`config.mk`:
```
export PLATFORM = sky130hd
export DESIGN_NAME = mem_arbiter
export DESIGN_NICKNAME = d
export VERILOG_FILES = /design/src/rtl/mem_pkg.sv /design/src/rtl/arb_pick.sv /design/src/rtl/mem_arbiter.sv
export SDC_FILE = /design/constraint.sdc
export NUM_CORES = 1
export LEC_CHECK = 0
export ABC_AREA = 1
export ABC_CLOCK_PERIOD_IN_PS = 2000
export BUFFER_PORTS_ARGS = -buffer_cell sky130_fd_sc_hd__buf_2
export CAP_MARGIN = 20
export CORE_MARGIN = 4
export CORE_UTILIZATION = 35
export CTS_CLUSTER_DIAMETER = 100
export DETAILED_ROUTE_END_ITERATION = 12
export GPL_ROUTABILITY_DRIVEN = 1
export MAX_ROUTING_LAYER = met4
export PLACE_DENSITY_LB_ADDON = 0.1
export SETUP_SLACK_MARGIN = 0.15
export SLEW_MARGIN = 20
export SYNTH_ARGS = -nofsm -noshare
export SYNTH_HDL_FRONTEND = slang
export SYNTH_SLANG_ARGS = --single-unit
export TNS_END_PERCENT = 5
```
`constraint.sdc`:
```
create_clock -name clk -period 2 [get_ports clk]
set_input_delay 0.3 -clock clk [delete_from_list [all_inputs] [get_ports clk]]
set_output_delay 0.3 -clock clk [all_outputs]
set_load 0.005 [all_outputs]
```
`src/rtl/mem_pkg.sv`:
```
// Shared types and constants for the main-memory arbiter slice.
package mem_pkg;

   localparam int unsigned MEM_W           = 16;
   localparam int unsigned BURST_WORDS_DEF = 8;

   typedef enum logic [1:0] {
      IDLE,
      I_BURST,
      D_BURST,
      D_WRITE
   } arb_state_t;

   localparam logic OWN_I = 1'b0;
   localparam logic OWN_D = 1'b1;

endpackage

```
`src/rtl/arb_pick.sv`:
```
// Two-way round-robin tie-break between the I-fill and D-side requesters.
module arb_pick
   import mem_pkg::*;
(
   input  logic i_req,
   input  logic d_req,
   input  logic last_owner,
   output logic winner
);

   always_comb begin
      winner = OWN_I;
      if (i_req && d_req) begin
         winner = (last_owner == OWN_I) ? OWN_D : OWN_I;
      end else if (d_req) begin
         winner = OWN_D;
      end
   end

endmodule

```
`src/rtl/mem_arbiter.sv`:
```
// Main-memory port arbiter: I/D fill bursts and single D-side writes.
// Define ARB_FIXED_PRIO_EN to make the D side win every tie (no last_owner state).
module mem_arbiter
   import mem_pkg::*;
#(
   parameter int unsigned BURST_WORDS = BURST_WORDS_DEF,
   parameter int unsigned CNT_W       = 4
) (
   input  logic             clk,
   input  logic             rst,
   input  logic             i_req,
   input  logic [MEM_W-1:0] i_addr,
   output logic             i_grant,
   output logic             i_data_valid,
   input  logic             d_req,
   input  logic             d_wr,
   input  logic [MEM_W-1:0] d_addr,
   input  logic [MEM_W-1:0] d_wdata,
   output logic             d_grant,
   output logic             d_data_valid,
   output logic             mem_en,
   output logic             mem_wr,
   output logic [MEM_W-1:0] mem_addr,
   output logic [MEM_W-1:0] mem_wdata,
   input  logic             mem_data_valid,
   input  logic [MEM_W-1:0] mem_rdata
);

   localparam logic [CNT_W-1:0] BURST_MAX = CNT_W'(BURST_WORDS);

   arb_state_t       state_q;
   logic [CNT_W-1:0] issued_q;
   logic [CNT_W-1:0] returned_q;

   logic             winner;
   logic             in_burst;
   logic             x_req;
   logic [MEM_W-1:0] x_addr;
   logic             issue_ok;
   logic             burst_grant;
   logic             ret_ok;
   logic [CNT_W-1:0] returned_inc;
   logic [CNT_W-1:0] returned_nxt;
   logic             final_ret;
   logic             abort_done;
   logic             burst_done;

`ifdef ARB_FIXED_PRIO_EN
   assign winner = d_req ? OWN_D : OWN_I;
`else
   logic last_owner_q;

   arb_pick u_arb_pick (
      .i_req      (i_req),
      .d_req      (d_req),
      .last_owner (last_owner_q),
      .winner     (winner)
   );

   always_ff @(posedge clk) begin
      if (rst) begin
         last_owner_q <= OWN_I;
      end else if ((state_q == IDLE) && (i_req || d_req)) begin
         last_owner_q <= winner;
      end
   end
`endif

   // Burst bookkeeping shared by both read owners; the state selects whose inputs count.
   always_comb begin
      in_burst     = (state_q == I_BURST) || (state_q == D_BURST);
      x_req        = (state_q == D_BURST) ? d_req : i_req;
      x_addr       = (state_q == D_BURST) ? d_addr : i_addr;
      issue_ok     = issued_q < BURST_MAX;
      burst_grant  = in_burst && x_req && issue_ok;
      ret_ok       = in_burst && mem_data_valid && (returned_q < BURST_MAX);
      returned_inc = returned_q + 1'b1;
      returned_nxt = ret_ok ? returned_inc : returned_q;
      final_ret    = ret_ok && (returned_inc == BURST_MAX);
      // Aborted burst: the owner dropped its request early, finish once all issued words are back.
      abort_done   = in_burst && !x_req && issue_ok && (returned_nxt == issued_q);
      burst_done   = final_ret || abort_done;
   end

   always_comb begin
      i_grant      = (state_q == I_BURST) && burst_grant;
      d_grant      = ((state_q == D_BURST) && burst_grant) || (state_q == D_WRITE);
      i_data_valid = (state_q == I_BURST) && ret_ok;
      d_data_valid = (state_q == D_BURST) && ret_ok;
      mem_en       = burst_grant || (state_q == D_WRITE);
      mem_wr       = (state_q == D_WRITE);
      mem_addr     = '0;
      mem_wdata    = '0;
      if (burst_grant) begin
         mem_addr = x_addr;
      end else if (state_q == D_WRITE) begin
         mem_addr  = d_addr;
         mem_wdata = d_wdata;
      end
   end

   always_ff @(posedge clk) begin
      if (rst) begin
         state_q    <= IDLE;
         issued_q   <= '0;
         returned_q <= '0;
      end else begin
         unique case (state_q)
            IDLE: begin
               if (i_req || d_req) begin
                  issued_q   <= '0;
                  returned_q <= '0;
                  if (winner == OWN_D) begin
                     state_q <= d_wr ? D_WRITE : D_BURST;
                  end else begin
                     state_q <= I_BURST;
                  end
               end
            end
            I_BURST, D_BURST: begin
               if (burst_done) begin
                  state_q    <= IDLE;
                  issued_q   <= '0;
                  returned_q <= '0;
               end else begin
                  if (burst_grant) begin
                     issued_q <= issued_q + 1'b1;
                  end
                  if (ret_ok) begin
                     returned_q <= returned_inc;
                  end
               end
            end
            D_WRITE: begin
               state_q    <= IDLE;
               issued_q   <= '0;
               returned_q <= '0;
            end
            default: begin
               state_q <= IDLE;
            end
         endcase
      end
   end

   // Returned data is fanned out unchanged; only the strobes are routed.
   logic [MEM_W-1:0] rdata_unused;
   assign rdata_unused = mem_rdata;

endmodule

```
; ---- Yosys cells after proc, flatten, opt, wreduce, memory -nomap -nowiden
; Index checks and enable logic that the tools add are counted.
[totals]
regBits = 11
input_bits = 70
out_inout_bits = 38
elab_cells = 61
[classes]
n_addsub = 2
n_lt_le_gt_ge = 2
eq_ne = 8
mux = 21
n_reduce_logical = 24
[ops]
columns = operator, count
row1 = $mux W16, 5
row2 = $pmux W4 S3, 2
row3 = $mux W4, 5
row4 = $logic_and A1 B1 Y1, 14
row5 = $add A4 B1 Y4 const B, 2
row6 = $lt A4 B4 Y1 const B, 2
row7 = $mux W2, 3
row8 = $pmux W2 S3, 1
row9 = $logic_or A1 B1 Y1, 5
row10 = $mux W1, 5
row11 = $eq A2 B2 Y1 const B, 2
row12 = $eq A4 B4 Y1, 1
row13 = $eq A4 B4 Y1 const B, 1
row14 = $reduce_and A2 Y1, 2
row15 = $ne A3 B3 Y1 const B, 1
row16 = $eq A2 B1 Y1 const B, 1
row17 = $logic_not A2 Y1, 1
row18 = $ne A2 B1 Y1 const B, 1
row19 = $ne A2 B2 Y1 const B, 1
row20 = $reduce_or A2 Y1, 1
row21 = $logic_not A1 Y1, 1

; ---- Longest topological paths before layout
; Gate-level depths: netlist (run 1).
[logic_depth]
depth_word = 10
ltp_mapped = 14

; ---- Cells and area by module
; Synthesis (run 1) repeated with hierarchy kept, for this count alone.
[hier_totals]
cells_unflattened = 245
hier_area_um2 = 1337.5
[by_module_without_submodules]
columns = mod, n_inst, cells_per_inst, area_each_um2
row1 = mem_arbiter, 1, 243, 1325.0
row2 = arb_pick, 1, 2, 12.5

; ---- Least setup slack after synthesis (run 1)
; No wires, ideal clock.
[synth_timing]
path_type = reg-to-output
from = reg state_q[0]
to = out mem_addr[11]
arrival_ps = 1605
required_ps = 1700
setup_slack_ps = 95
path_stages_with_launch = 11
n_path_buf = 1
cell_sequence = dfxtp_1 > inv_1 > ha_1 > clkinv_1 > nand2_1 > nand2_1 > nand3_2 > inv_1 > clkbuf_1 > nand2_1 > o21ai_0
[synth_via]
elab_chain_cells = 5
word_cells_on_any_way = 10
[synth_rtl]
columns = item, line
row1 = "start, declared", mem_arbiter.sv:31  ; arb_state_t state_q;
row2 = "start signal, assigned", mem_arbiter.sv:114  ; state_q <= d_wr ? D_WRITE : D_BURST;
row3 = $eq A2 B2 Y1 / $eq A2 B1 Y1 (equally long branches), "mem_arbiter.sv:71, mem_arbiter.sv:72, mem_arbiter.sv:73"
row4 = $mux W1 / $logic_or A1 B1 Y1 (equally long branches), "mem_arbiter.sv:72, mem_arbiter.sv:71"
row5 = $logic_and A1 B1 Y1 (2 in series), mem_arbiter.sv:75  ; burst_grant = in_burst && x_req && issue_ok;
row6 = $mux W16 (*), mem_arbiter.sv:94  ; if (burst_grant) begin
row7 = "end, declared", mem_arbiter.sv:23  ; output logic [MEM_W-1:0] mem_addr,
; Mark *: on every way between the ends. The rest lies on a longest branch, timed or not.

; ---- Worst setup path in the final report (run 1)
[layout_timing]
from = reg state_q[1]
to = out mem_wdata[8]
[layout_via]
elab_chain_cells = 5
word_cells_on_any_way = 9
[layout_rtl]
columns = item, line
row1 = $eq A2 B2 Y1 / $eq A2 B1 Y1 (equally long branches), "mem_arbiter.sv:71, mem_arbiter.sv:72"
row2 = $mux W1 / $logic_or A1 B1 Y1 (equally long branches), "mem_arbiter.sv:72, mem_arbiter.sv:71"
row3 = $logic_and A1 B1 Y1 (2 in series), mem_arbiter.sv:75
row4 = $mux W16 (*), mem_arbiter.sv:94
row5 = "end, declared", mem_arbiter.sv:24  ; output logic [MEM_W-1:0] mem_wdata,
; Marks and branches as above.

==> results of run 1 <==
-- per-layer routing --
layer | track usage | part of all wire | vias to the layer above
met3 | 0.0319 | 0.067 | 5
met2 | 0.289 | 0.46 | 54
li1 | - | - | 973
met4 | 0.0521 | 0.011 | 0
met5 | - | 0 | -
met1 | 0.231 | 0.47 | 766
-- layout by cell type (no fill, tap or decap) --
cell       instances
a211oi_2           3
a21oi_1            5
a21oi_2            4
buf_12             2
buf_16             1
buf_2             91
buf_4             11
buf_6              1
clkbuf_1           1
clkbuf_16          2
clkbuf_8           3
dfxtp_1            9
dfxtp_2            1
dfxtp_4            1
ha_1               6
ha_4               2
inv_1             32
inv_2              1
inv_4              3
inv_6              1
nand2_1           65
nand2_2            9
nand2_4            6
nand3_1            7
nand3_4            2
nand4_1            3
nor2_1            21
nor2_2            11
nor2_4             1
nor3_1             1
o21ai_0           34
o21ai_1            2
o22ai_1            1
o311ai_1           1
o31a_1             1
-- final timing paths --
path	startpoint	to	slack, ns	cells after the start
min	rst	state_q[0]	0.26	2
max reg2reg	state_q[1]	issued_q[2]	0.17	13
max	state_q[1]	mem_wdata[8]	0.07	8
min reg2reg	last_owner_q	last_owner_q	0.46	2
-- per-stage QoR --
stage	instance area (um2)	hold WS, ns	utilization	std cells	power (mW)
after CTS	2050	0.259	0.560	389	2.11
after global placement	1870	0.453	0.511	379	1.61
after global routing	2200	0.271	0.600	393	2.53
after floorplan	1330	0.369	-	242	1.16
after detailed placement	1870	0.458	0.511	379	1.62
final	2200	0.262	0.600	393	2.33
-- cell usage after synthesis, types with 2 or more instances --
cell       n
clkbuf_1   7
nor2_1    32
o21ai_0   36
inv_1     35
a211oi_2   3
nand3_1    7
dfxtp_1   11
nand2_4    3
a21oi_1    8
nand3_2    2
nand2_1   72
ha_1       8
nand2_2    5
nand4_1    3
-- power by group --
part           total (mW)  leakage [nW]  switching (mW)  internal (mW)
registers           0.314        0.0904          0.0476          0.267
logic                1.80          1.06           0.956          0.840
clock network       0.218        0.0228          0.0787          0.140
-- layout make-up --
cell class,instances,area [um2],share of cell area
Sequential cell,11,225,0.103
Inverter,37,151,0.0689
Multi-Input combinational cell,185,1050,0.477
Timing Repair Buffer,108,667,0.304
Tap cell,48,60.1,0.0274
Clock buffer,4,45.0,0.0205
-- worst reg2reg max path: stages (launching register included) --
cell,delay [ns]
dfxtp_4,0.37
inv_4,0.04
ha_4,0.31
nand2_2,0.07
nor2_2,0.14
nand2_2,0.09
a21oi_2,0.12
nor2_1,0.05
nand2_1,0.07
nand2_2,0.07
nand2_4,0.12
nand2_4,0.07
a21oi_2,0.12
nor2_1,0.05
-- sequential cells by signal, summed over array words and instances, names as in the netlist --
signal,cells
issued_q,4
returned_q,4
state_q,2
last_owner_q,1
-- timing repair --
action                     CTS  global route
setup endpoints to repair   42            43
hold buffers                 0             0
pin swaps                    3             7
gates cloned                 1             2
resized for setup           19            28
hold endpoints to repair     0             0
buffers inserted             5             2
-- cells by family after synthesis --
| kind of cell | share of synthesized area |
|---|---|
| and+or+nand+nor | 0.408 |
| AOI/OAI and AO/OA | 0.219 |
| buffers and inverters | 0.131 |
| DFF | 0.166 |
| adders and majority gates | 0.0755 |
==> results.json, run 1 <==
{
  "cp.required_ns": 1.70,
  "leakage_nw": 1.17,
  "netlist-cell-type-count": 24,
  "die_y_um": 69.5,
  "critPathSlowestCell": "dfxtp_4",
  "diodes": 0,
  "io_pins": 108,
  "final.period_utilization": 0.966,
  "max_freq_mhz": 518,
  "slew_viol_final": 0,
  "vias": 1798,
  "cpPeakStageDelay_ns": 0.37,
  "path_max_fanout": 8,
  "syn_avg_cell_area_um2": 5.48,
  "cts-htree-levels": 1,
  "pre_cts_ws_ns": 0.0277,
  "netlist_area_um2": 1330,
  "synth.yosys.seq_area_share": 0.166,
  "postRouteAntennaNets": 0,
  "netlist.area_leader.share": 0.204,
  "grt_overflow_total": 0,
  "cts.sinks": 11,
  "drv_cap": 0,
  "crit_family": "buffers and inverters",
  "grt_pass1_wl_mm": 7.24,
  "cts.clk_slew.worst_paths_ns": 0.05,
  "skew_ns": 0.00291,
  "totalWireLength_mm": 4.44,
  "cp_data_arrival_time_ns": 1.63,
  "drtPass1Iterations": 4,
  "finalCriticalPeriod_ns": 1.93,
  "rows": 22,
  "finalSetupViolCount": 0,
  "path_buf_inv": 5,
  "antenna_found_initial": 0,
  "cp-start-kind": "flip-flop",
  "pwr_density_cell_nw_per_um2": 1060,
  "ir_drop_v": 0.000888,
  "synth_fp_nets": 320,
  "grt_pass1_vias": 1571,
  "clk_latency_ns": 0.24,
  "synth-seq-cells": 11,
  "areaGrowthSynthToFinish_pct": 65.7,
  "initial_core_util": 0.362,
  "drive_gt1_frac": 0.452,
  "ys_dominant_reg_cell": "dfxtp_1",
  "drc": 0,
  "tightest_slew_ns": 0.383,
  "tns_ns": 0,
  "grt.total_usage": 0.180,
  "yosysWarnings": 0,
  "gp_congestion": 0.810,
  "synth_area_leaders": "nand2_1 20%, dfxtp_1 17%, o21ai_0 14%",
  "end_kind": "output pin",
  "crit_type": "reg -> out",
  "nFillCells": 359,
  "cts_tree": "done",
  "cts_buffers": 3,
  "core_um2": 3660,
  "yosysTopAreaCell": "nand2_1",
  "max-slew-margin-rel": 0.744,
  "grt_setup_unrepaired": "yes",
  "vias_per_cell": 4.58,
  "hpwlAfterDp_mm": 3.31,
  "status": "finished clean",
  "port_buffers": 91,
  "die_w_um": 69.5,
  "drt-wirelength-per-cell_um": 11.3,
  "dieArea_um2": 4830,
  "clock_path_buffers": 2,
  "cts_root_buf": "clkbuf_8",
  "cp_cell_sequence": "inv_4, ha_4, nand3_4, inv_6, buf_12, clkbuf_16, nor2_2, buf_2",
  "synthArstFlopShare": 0,
  "synthCells": 242,
  "drt-initial-drc-count": 80,
  "synth_edf_count": 0,
  "hold_path.class": "in -> reg",
  "fin_nets": 424,
  "hold_viol_final": 0,
  "fin_ws_ns": 0.0683,
  "grt_max_degree": 35
}
Note: power is estimated with default switching activity, not from simulation.
==> run 2: changes to the inputs <==
--- a/config.mk
+++ b/config.mk
@@ -7,7 +7,7 @@
 export LEC_CHECK = 0
 export ABC_AREA = 1
 export ABC_CLOCK_PERIOD_IN_PS = 2000
-export BUFFER_PORTS_ARGS = -buffer_cell sky130_fd_sc_hd__buf_2
+export BUFFER_PORTS_ARGS = -buffer_cell sky130_fd_sc_hd__buf_4
 export CAP_MARGIN = 20
 export CORE_MARGIN = 4
 export CORE_UTILIZATION = 35
==> results.json, run 2 (synthesis results as in run 1) <==
{
  "vias": 1904,
  "final.period_utilization": 0.997,
  "io_pins": 108,
  "gp_congestion": 0.838,
  "diodes": 0,
  "final_core_util": 0.701,
  "drt-initial-drc-count": 119,
  "layoutNonFillerInstCount": 400,
  "clock_path_buffers": 2,
  "final_cell_mix": "103 x buf_4, 63 x nand2_1, 33 x inv_1, 21 x nor2_1, 19 x o21ai_0",
  "max_freq_mhz": 502,
  "totalWireLength_mm": 4.88,
  "final_area_um2": 2570,
  "grt_pass1_wl_mm": 7.96,
  "r2r_cells": 13,
  "port_buffers": 91,
  "fin_nets": 431,
  "status": "finished clean",
  "finalSetupViolCount": 0,
  "antenna_found_initial": 0,
  "critPathLaunch": "state_q[1]",
  "cts_root_buf": "clkbuf_8",
  "drv_cap": 0,
  "max-slew-margin-rel": 0.734,
  "dieArea_um2": 4830,
  "drtPass1Iterations": 4,
  "cp-start-kind": "flip-flop",
  "grt.total_usage": 0.198,
  "clk_latency_ns": 0.23,
  "reg_top3": "issued_q x4, returned_q x4, state_q x2",
  "vias_per_cell": 4.76,
  "hold_path.class": "in -> reg",
  "drive_gt1_frac": 0.489,
  "grt_setup_unrepaired": "yes",
  "end_kind": "output pin",
  "tightest_slew_ns": 0.398,
  "hp-start": "rst",
  "path_max_fanout": 5,
  "hold_viol_final": 0,
  "critPathSlowestCell": "dfxtp_2",
  "rows": 22,
  "worst_r2r_startpoint": "state_q[1]",
  "leakage_nw": 1.29,
  "cts-htree-levels": 1,
  "cp_cell_sequence": "buf_6, ha_4, nand2_2, nand2_4, nand3_4, inv_4, buf_6, buf_12, buf_16, nand2_2, o21ai_1, buf_4",
  "cts.sinks": 11,
  "cp_data_arrival_time_ns": 1.69,
  "die_y_um": 69.5,
  "worst_hold_slack_ns": 0.241,
  "place_inst": 384,
  "grt_pass1_vias": 1695,
  "cts_tree": "done",
  "core_um2": 3660,
  "ir_drop_v": 0.000880,
  "drt-wirelength-per-cell_um": 12.2,
  "areaGrowthSynthToFinish_pct": 93.7,
  "finalPower_mw": 2.68,
  "cts.clk_slew.worst_paths_ns": 0.05,
  "hpwlAfterDp_mm": 3.54,
  "pwr_density_cell_nw_per_um2": 1040,
  "grt_overflow_total": 0,
  "cp.required_ns": 1.70,
  "skew_ns": 0.00215,
  "cpPeakStageDelay_ns": 0.32,
  "final_common_cell": "buf_4",
  "cts_buffers": 3,
  "worstHoldPathCells": 2,
  "drc": 0,
  "crit_type": "reg -> out",
  "dpl_cell_area_um2": 2150,
  "postRouteAntennaNets": 0,
  "slew_viol_final": 0,
  "nFillCells": 324,
  "finalCriticalPeriod_ns": 1.99,
  "die_w_um": 69.5,
  "initial_core_util": 0.362,
  "grt_max_degree": 35
}
-- run 2: changes by cell type in the layout (fill, tap and decap cells not counted), sizes merged --
cell | previous run | this run
buf | 106 | 115
clkbuf | 6 | 4
clkinv | 0 | 1
inv | 37 | 36
-- run 2: final timing paths --
path                       end  slack (ns)
setup reg to reg   issued_q[2]        0.13
hold reg to reg   last_owner_q        0.46
hold / removal      state_q[0]        0.24
setup / recovery   mem_addr[2]       0.006
-- run 2: critical path, delay by kind of cell (launching register included) --
family                     cells  cell delay (ns)
and+or+nand+nor                4             0.26
DFF                            1             0.32
adders and majority gates      1             0.16
buffers and inverters          6             0.65
AOI/OAI and AO/OA              1             0.06
-- run 2: final cells by class --
type,instances,area [um2],share of cell area
inverter,37,149,0.0580
sequential,11,223,0.0868
timing repair buffer,115,1010,0.393
multi-input combinational,185,1080,0.421
clock buffer,4,45.0,0.0176
tap,48,60.1,0.0234
-- run 2: metrics by stage --
step	setup slack [ns]	setup TNS (ns)
after floorplan	0.152	0
after global placement	0.0598	0
after detailed placement	0.0131	0
after CTS	0.0110	0
after global routing	-0.0632	-0.406
final	0.00630	0
-- run 2: what timing repair did --
action / 4_1_cts / 5_1_grt
endpoints found under the setup margin: 45 / 47
pin swaps: 3 / 3
setup buffers: 9 / 0
gates cloned: 3 / 0
gates resized for setup: 48 / 30
hold buffers: 0 / 0
-- run 2: routing by layer --
metal	global-route usage	wire [um]
met4	0.0390	28
met3	0.0261	356
met1	0.258	2100
met5	-	0
met2	0.329	2400
-- run 2: power breakdown --
group | internal [mW] | switching (mW) | total, mW | leakage (nW)
Clock | 0.139 | 0.0782 | 0.218 | 0.0228
Combinational | 1.10 | 1.05 | 2.16 | 1.18
Sequential | 0.264 | 0.0407 | 0.304 | 0.0901
